### config.mk
export PLATFORM = sky130hd
export DESIGN_NAME = dma_scheduler
export DESIGN_NICKNAME = d
export VERILOG_FILES = /design/src/rtl/dma_scheduler.sv
export SDC_FILE = /design/constraint.sdc
export NUM_CORES = 1
export LEC_CHECK = 0
export ABC_AREA = 1
export CELL_PAD_IN_SITES_DETAIL_PLACEMENT = 1
export CELL_PAD_IN_SITES_GLOBAL_PLACEMENT = 2
export CORE_MARGIN = 2
export CORE_UTILIZATION = 20
export DETAILED_ROUTE_END_ITERATION = 16
export PLACE_DENSITY = 0.94
export SLEW_MARGIN = 5
export SYNTH_ARGS = -nofsm -noshare
export SYNTH_HDL_FRONTEND = slang
export SYNTH_SLANG_ARGS = --single-unit
export TNS_END_PERCENT = 5
### constraint.sdc
create_clock -name clk -period 3.6 [get_ports clk]
set_clock_uncertainty 0.2 [all_clocks]
set_input_delay 1.08 -clock clk [delete_from_list [all_inputs] [get_ports clk]]
set_output_delay 1.08 -clock clk [all_outputs]
set_load 0.1 [all_outputs]
### src/rtl/dma_scheduler.sv
// Round-robin scheduler that hands one of four channel descriptors at a time to a DMA engine
// and returns a one-hot completion or timeout pulse to the granted channel.
module dma_scheduler #(
  parameter int unsigned TIMEOUT_CYCLES = 1024,
  parameter int unsigned CNT_W          = 11
) (
  input  logic         clk,
  input  logic         reset,
  input  logic [3:0]   ch_req,
  input  logic [127:0] ch_src,
  input  logic [127:0] ch_dst,
  input  logic [19:0]  ch_len,
  output logic [3:0]   ch_ack,
  output logic [3:0]   ch_err,
  output logic         busy,
  output logic [1:0]   active_ch,
  output logic         dma_reset,
  output logic         dma_trigger,
  output logic [31:0]  dma_src,
  output logic [31:0]  dma_dst,
  output logic [4:0]   dma_length,
  input  logic         dma_done
);

  typedef enum logic [2:0] {StIdle, StLoad, StTrig, StWait, StDone} state_e;

  localparam logic [CNT_W-1:0] CntMax = CNT_W'(TIMEOUT_CYCLES - 1);

  state_e           state_q;
  logic [1:0]       last_grant_q;
  logic [CNT_W-1:0] cnt_q;

  logic             grant_vld;
  logic [1:0]       grant_idx;
  logic [1:0]       cand;
  logic [4:0]       grant_len;
  logic [3:0]       active_oh;
  logic [3:0]       grant_oh;

  // Scan from last_grant+4 down to last_grant+1 so the nearest requester after
  // the previous winner overwrites the others.
  always_comb begin
    grant_vld = 1'b0;
    grant_idx = last_grant_q;
    cand      = last_grant_q;
    for (int i = 4; i >= 1; i--) begin
      cand = last_grant_q + 2'(i);
      if (ch_req[cand]) begin
        grant_vld = 1'b1;
        grant_idx = cand;
      end
    end
  end

  assign grant_len = ch_len[grant_idx*5 +: 5];
  assign grant_oh  = 4'b0001 << grant_idx;
  assign active_oh = 4'b0001 << active_ch;

  always_ff @(posedge clk or negedge reset) begin
    if (!reset) begin
      state_q      <= StIdle;
      last_grant_q <= 2'd3;
      cnt_q        <= '0;
      ch_ack       <= '0;
      ch_err       <= '0;
      busy         <= 1'b0;
      active_ch    <= '0;
      dma_reset    <= 1'b1;
      dma_trigger  <= 1'b0;
      dma_src      <= '0;
      dma_dst      <= '0;
      dma_length   <= '0;
    end else begin
      case (state_q)
        StIdle: begin
          ch_ack      <= '0;
          ch_err      <= '0;
          dma_reset   <= 1'b0;
          dma_trigger <= 1'b0;
          busy        <= 1'b0;
          if (grant_vld) begin
            busy       <= 1'b1;
            active_ch  <= grant_idx;
            dma_src    <= ch_src[grant_idx*32 +: 32];
            dma_dst    <= ch_dst[grant_idx*32 +: 32];
            dma_length <= grant_len;
            // Sub-word transfers complete without involving the engine.
            if (grant_len[4:2] == 3'd0) begin
              state_q <= StDone;
              ch_ack  <= grant_oh;
            end else begin
              state_q   <= StLoad;
              dma_reset <= 1'b1;
            end
          end
        end
        StLoad: begin
          dma_reset   <= 1'b0;
          dma_trigger <= 1'b1;
          state_q     <= StTrig;
        end
        StTrig: begin
          dma_trigger <= 1'b0;
          cnt_q       <= '0;
          state_q     <= StWait;
        end
        StWait: begin
          cnt_q <= cnt_q + 1'b1;
          if (dma_done) begin
            state_q   <= StDone;
            ch_ack    <= active_oh;
            dma_reset <= 1'b1;
          end else if (cnt_q == CntMax) begin
            state_q   <= StDone;
            ch_ack    <= active_oh;
            ch_err    <= active_oh;
            dma_reset <= 1'b1;
          end
        end
        StDone: begin
          ch_ack       <= '0;
          ch_err       <= '0;
          dma_reset    <= 1'b0;
          busy         <= 1'b0;
          last_grant_q <= active_ch;
          state_q      <= StIdle;
        end
        default: state_q <= StIdle;
      endcase
    end
  end

endmodule

# Yosys cells after proc, flatten, opt, wreduce, memory -nomap -nowiden
# Cells that the tools add are included.
# op_classes
n_addsub,4
n_mul,1
magnitude_cmp,4
n_eq_ne,9
shifts,5
n_mux,36
n_reduce_logical,16
# ops
operator,count
indexed part select 128 x 8 -> 32 bit,2
case mux 11 bit (2 select lines),1
two-way mux 4 bit,5
indexed part select 20 x 6 -> 5 bit,1
two-way mux 1 bit,13
"< comparator 2 x 3 -> 1 bit, second input constant",4
two-way mux 3 bit,4
case mux 3 bit (4 select lines),1
case mux 4 bit (3 select lines),1
"adder 11 x 1 -> 11 bit, second input constant",1
"equality test 11 x 10 -> 1 bit, second input constant",1
binary-select mux 1 bit (select 2 bit),4
case mux 4 bit (2 select lines),1
AND reduction 2 bit,4
nonzero test 2 bit,4
"<< shifter 1 x 2 -> 4 bit, first input constant",2
"equality test 3 x 2 -> 1 bit, second input constant",2
logical NOT 3 bit,2
two-way mux 2 bit,3
"inequality test 2 bit, second input constant",3
nonzero test 3 bit,2
OR reduction 2 bit,3
"multiplier 2 x 3 -> 5 bit, second input constant",1
"adder 2 bit, second input constant",2
other kinds (7),8
# word_totals
ff_bits,98
in_bits,283
out_inout_bits,82

# Logic depth before layout (Yosys ltp)
# depth
word_depth,12
ltp_mapped,18
mapped_depth_nobuf,16

# Least setup slack after synthesis
# No wires, ideal clock.
# synth_path
path_kind,input -> register
startpoint,in ch_req[1]
endpoint,reg dma_dst[0]
arrival_ns,2.328
t_required_ns,3.269
setup_slack_ns,0.941
path_stages,13
path_buffers,3
cell_sequence,inv_1 > nand2_1 > nand3_1 > inv_1 > nor2_2 > nor2_1 > nor2_1 > buf_4 > nor2_4 > buf_6 > buf_4 > a22oi_1 > a31oi_1
# synth_via
elab_chain_len,7
word_cells_on_any_way,17
classes_between,shift (1); mux (15); reduce/logical (1)
# synth_rtl
element,line,rtl
"start, declared",9,"input logic [3:0] ch_req,"
"parallel branches: the longest is 7 deep, another holds indexed part select 128 x 8 -> 32 bit",--,
"end signal, assigned",85,dma_dst <= ch_dst[grant_idx*32 +: 32];
"end, declared",20,"output logic [31:0] dma_dst,"
# Several ways; the timed one is not identified. The select of a mux whose other input is x is not followed.
# A chain may end at the register's enable or synchronous reset.

# Worst setup path in the final report
# layout_path
startpoint,in ch_req[1]
endpoint,reg state_q[0]
# layout_via
elab_chain_len,11
word_cells_on_any_way,23
classes_between,mul (1); eq/ne (1); shift (1); mux (18); reduce/logical (2)
# layout_rtl
element,line,rtl
binary-select mux 1 bit (select 2 bit),48,if (ch_req[cand]) begin
two-way mux 1 bit (implied by the code),48,
two-way mux 2 bit (3 in a row),48,
multiplier 2 x 3 -> 5 bit,55,assign grant_len = ch_len[grant_idx*5 +: 5];
indexed part select 20 x 6 -> 5 bit,55,
logical NOT 3 bit,88,if (grant_len[4:2] == 3'd0) begin
two-way mux 3 bit,88,
two-way mux 3 bit,81,if (grant_vld) begin
case mux 3 bit (4 select lines),74,case (state_q)
"end signal, assigned",89,state_q <= StDone;
"end signal, assigned",92,state_q <= StLoad;
"end signal, assigned",100,state_q <= StTrig;
"end, declared",29,state_e state_q;
# Several ways; a longest one is shown, not always the timed one. The select of a mux whose other input is x is not followed.

==> impl.org <==
** Synthesis
- Synthesis-stage register bit count :: 98
- Syn_nets :: between 1000 and 1500
- Number of enable flip-flop cells after synthesis :: 0
- Unique cell type count in the Yosys netlist :: 38
- In this run the mean area of a mapped cell was 7.366 um^2.
- During synthesis, Yosys emitted a total of 0 warnings.
- Post-synth design cell area :: 5929 um^2
- Top cell type by total area after synthesis :: sky130_fd_sc_hd__dfrtp_1
- Dominant cells by area after synthesis :: sky130_fd_sc_hd__dfrtp_1 (40%), sky130_fd_sc_hd__nand2_1 (21%), sky130_fd_sc_hd__a22oi_1 (6.2%), sky130_fd_sc_hd__nand4_1 (4.4%), sky130_fd_sc_hd__nand3_1 (3.2%)
- Post-synthesis cell count :: 805
- In the synthesized netlist the dominant register cell turns out to be sky130_fd_sc_hd__dfrtp_1.
- Post-synthesis async set-or-reset flop share :: 100.0%
- Of the post-synthesis cell area, the dominant cell type holds ~40%.
- Sequential fraction of the synthesis area :: between 40% and 50%

** Clock network
- The clock passes through at most 2 buffers.
- Clk sinks :: 98
- The H-tree was split into 3 levels.
- Buffers inserted to repair hold after CTS numbered 0.
- Clock tree root buffer cell :: sky130_fd_sc_hd__clkbuf_16
- Clock slew at the register clock pins of the worst setup and hold paths :: 0.08 ns
- The later pin in the worst-skew pair is clocked with a latency of between 0.3 and 0.4 ns.
- Post-CTS timing repair inserted 0 buffers for setup.
- Gates resized during post-CTS repair numbered 0.
- Cts bufs inserted :: 9
- TritonCTS built the clock tree.

** STA
- In the final timing run, aggregate negative setup slack is 0 ns.
- Actual slew at the worst max-slew pin :: 0.5552 ns
- Setup repair after global routing missed its margin :: false
- Worst max-slew margin expressed relative to the limit :: 62.99%
- Max Fclk :: 0.3149 GHz
- Final Cycle Share :: about 88%
- The tightest hold path in the finished design has a slack of 0.2868 ns.
- Final number of max-transition violations :: 0
- The smallest clock period supported by the final layout is computed as ~3.2 ns.
- Count of endpoints failing hold in the final timing report :: 0
- Setup violations remaining at the end of the flow were counted as 0.

** Setup path
- RR Endpoint :: state_q[0]
- STA classifies the critical path startpoint as an input port.
- Worst setup slack for register-to-register paths :: approximately 0.84 ns
- Along the worst path, the maximum fanout reaches 12.
- At the worst endpoint, the required time is 3.65 ns.
- The number of cells on the worst reg-to-reg path is 14.
- For the worst setup path, the data arrival time is 3.22 ns.
- The setup path with the least slack is of type in -> reg.
- Worst Setup End Kind :: flop
- Startpoint of the lowest-slack register-to-register path :: last_grant_q[0]

** Layout
- Cells with a size suffix above 1 make up 14.15% of the layout.
- In the final design database the tool counted roughly 1400 nets.
- Cells fill approximately a third of the core in the end.
- The library cells used most frequently in the layout, excluding fill and tap cells, are sky130_fd_sc_hd__nand2_1 (338), sky130_fd_sc_hd__clkdlybuf4s50_1 (281), sky130_fd_sc_hd__buf_4 (102).
- The library cell used most frequently in the layout, excluding fill and tap cells, is sky130_fd_sc_hd__nand2_1.
- Fillers :: 3536
- Synth-to-layout area growth :: 72.25%
- 0 antenna diodes ended up in the layout.
- The count of cells in the finished layout, fillers not included, comes to 1556.

** Routing
- Vias per std cell :: 4.523
- DR vias :: ~7000
- Post-route DRC violation count :: 0
- Once detail routing completed, the nets flagged for antenna violations numbered 0.
- Detailed-router iteration count before antenna repair :: 4
- Routed wire length per instance :: about 18 um
- Initial detailed-routing violation count :: 371
- For this block, the routed nets add up to about 28000 um of wire.

** Die
- In this run the horizontal extent of the chip is 176.2 um.
- Initial core utilization :: 20.17%
- Y dimension of the die :: about 180 um
- Boundary Pins :: approximately 370
- Floorplan core area :: 29400 um^2
- The die covers 31040 um^2.
- Site row count :: 63

** Global route
- The number of antenna violations at the first check in global routing is 0.
- The first global-routing pass estimated 42320 um of wire.
- Vias in the first global route :: roughly 7400
- Pin count of the biggest net entering global routing :: 94
- Global routing consumed, over all layers together, 17.86% of the routing resources.
- Overflow after GRT :: 0

** Place
- Final HPWL from detailed placement :: 22450 um
- In this run the tool buffered the top-level ports with 364 buffer cells.
- Count of placed standard cells including taps :: 1540
- Routability-driven placement finished with a final weighted congestion of about 0.82.

** Hold path
- The worst hold path terminates at dma_src[0].
- Type of the tightest min-delay check :: reg -> reg
- Start point of the worst hold path :: dma_src[0]
- Hold depth :: 2

** Job
- Number of maximum-capacitance constraint violations :: 0

** Outcome
- Status :: complete, no violations
-- metal layers --
metal	part of all wire, %	global-route usage, %
met4	2.2	4.855
met5	0	0
met2	50	31.85
met3	6.2	4.436
met1	41	21.30
-- kinds of logic (layout without fill, tap and decap cells) --
family / Yosys count / in the layout / share of synthesized area, %
compound gates: 130 / 130 / 15.45
fa+ha+maj: 1 / 1 / 0.2110
simple gates: 491 / 491 / 35.43
flops: 98 / 98 / 41.42
buf+inv: 85 / 446 / 7.491
-- flip-flops by register name, indices dropped and copies added (netlist names), 2 cells and up --
signal / cells
cnt_q: 11
ch_err: 4
ch_ack: 4
state_q: 3
dma_length: 5
last_grant_q: 2
dma_dst: 32
dma_src: 32
active_ch: 2
-- worst max-delay path: stages --
cell and delay, ns:
sky130_fd_sc_hd__clkdlybuf4s50_1 0.48, sky130_fd_sc_hd__inv_1 0.06, sky130_fd_sc_hd__nand2_1 0.07, sky130_fd_sc_hd__nand3_1 0.11, sky130_fd_sc_hd__inv_1 0.08, sky130_fd_sc_hd__nor2_2 0.04, sky130_fd_sc_hd__o21ai_2 0.33, sky130_fd_sc_hd__nor2_4 0.10
sky130_fd_sc_hd__buf_12 0.17, sky130_fd_sc_hd__nand2_1 0.06, sky130_fd_sc_hd__nand2_1 0.05, sky130_fd_sc_hd__nor2_2 0.20, sky130_fd_sc_hd__nand3_1 0.16, sky130_fd_sc_hd__o21ai_1 0.15, sky130_fd_sc_hd__nand2_1 0.06
-- per-stage QoR --
stage / area, um^2 / worst slack (ns)
2_1_floorplan: 5929 / 0.9409
3_3_place_gp: 9926 / 0.1476
3_5_place_dp: 9926 / 0.03951
4_1_cts: 10210 / 0.4258
5_1_grt: 10210 / 0.2489
6_report: 10210 / 0.4241
-- worst max-delay path by stage --
stage,startpoint,end,slack [ns],cells after the start
after floorplan,ch_req[1],dma_dst[0],0.94,13
after global placement,ch_req[3],state_q[0],0.15,17
after detailed placement,ch_req[1],state_q[0],0.04,15
after CTS,ch_req[1],state_q[0],0.43,15
after global routing,ch_req[0],state_q[0],0.25,15
final,ch_req[1],state_q[0],0.42,15
-- synthesized netlist by cell type, types with 2 or more instances --
cell,number
sky130_fd_sc_hd__nor3_1,5
sky130_fd_sc_hd__o21ai_0,21
sky130_fd_sc_hd__nand3_1,38
sky130_fd_sc_hd__a31oi_1,29
sky130_fd_sc_hd__o31ai_1,2
sky130_fd_sc_hd__o22ai_1,2
sky130_fd_sc_hd__nand2_2,5
sky130_fd_sc_hd__nand2_4,2
sky130_fd_sc_hd__nor2_2,4
sky130_fd_sc_hd__clkbuf_1,10
sky130_fd_sc_hd__dfrtp_1,95
sky130_fd_sc_hd__buf_4,13
sky130_fd_sc_hd__nor2_4,3
sky130_fd_sc_hd__nor2_1,49
sky130_fd_sc_hd__a22oi_1,49
sky130_fd_sc_hd__a21oi_1,12
sky130_fd_sc_hd__inv_1,32
sky130_fd_sc_hd__buf_6,6
sky130_fd_sc_hd__nand4_1,42
sky130_fd_sc_hd__nand2_1,338
sky130_fd_sc_hd__inv_2,2
sky130_fd_sc_hd__dfstp_2,3
sky130_fd_sc_hd__buf_2,19
sky130_fd_sc_hd__a22oi_2,10
-- area by class of cell --
cell class | count | area [um^2] | area share [%]
Tap cell | 390 | 488.0 | 4.778
Clock buffer | 9 | 225.2 | 2.205
Multi-Input combinational cell | 622 | 3039 | 29.76
Timing Repair Buffer | 394 | 3799 | 37.19
Sequential cell | 98 | 2456 | 24.05
Clock inverter | 7 | 62.56 | 0.6125
Inverter | 36 | 143.9 | 1.409
Power is not shown: default switching activity piles up to over one toggle a cycle in this logic, so the estimate is an artifact.
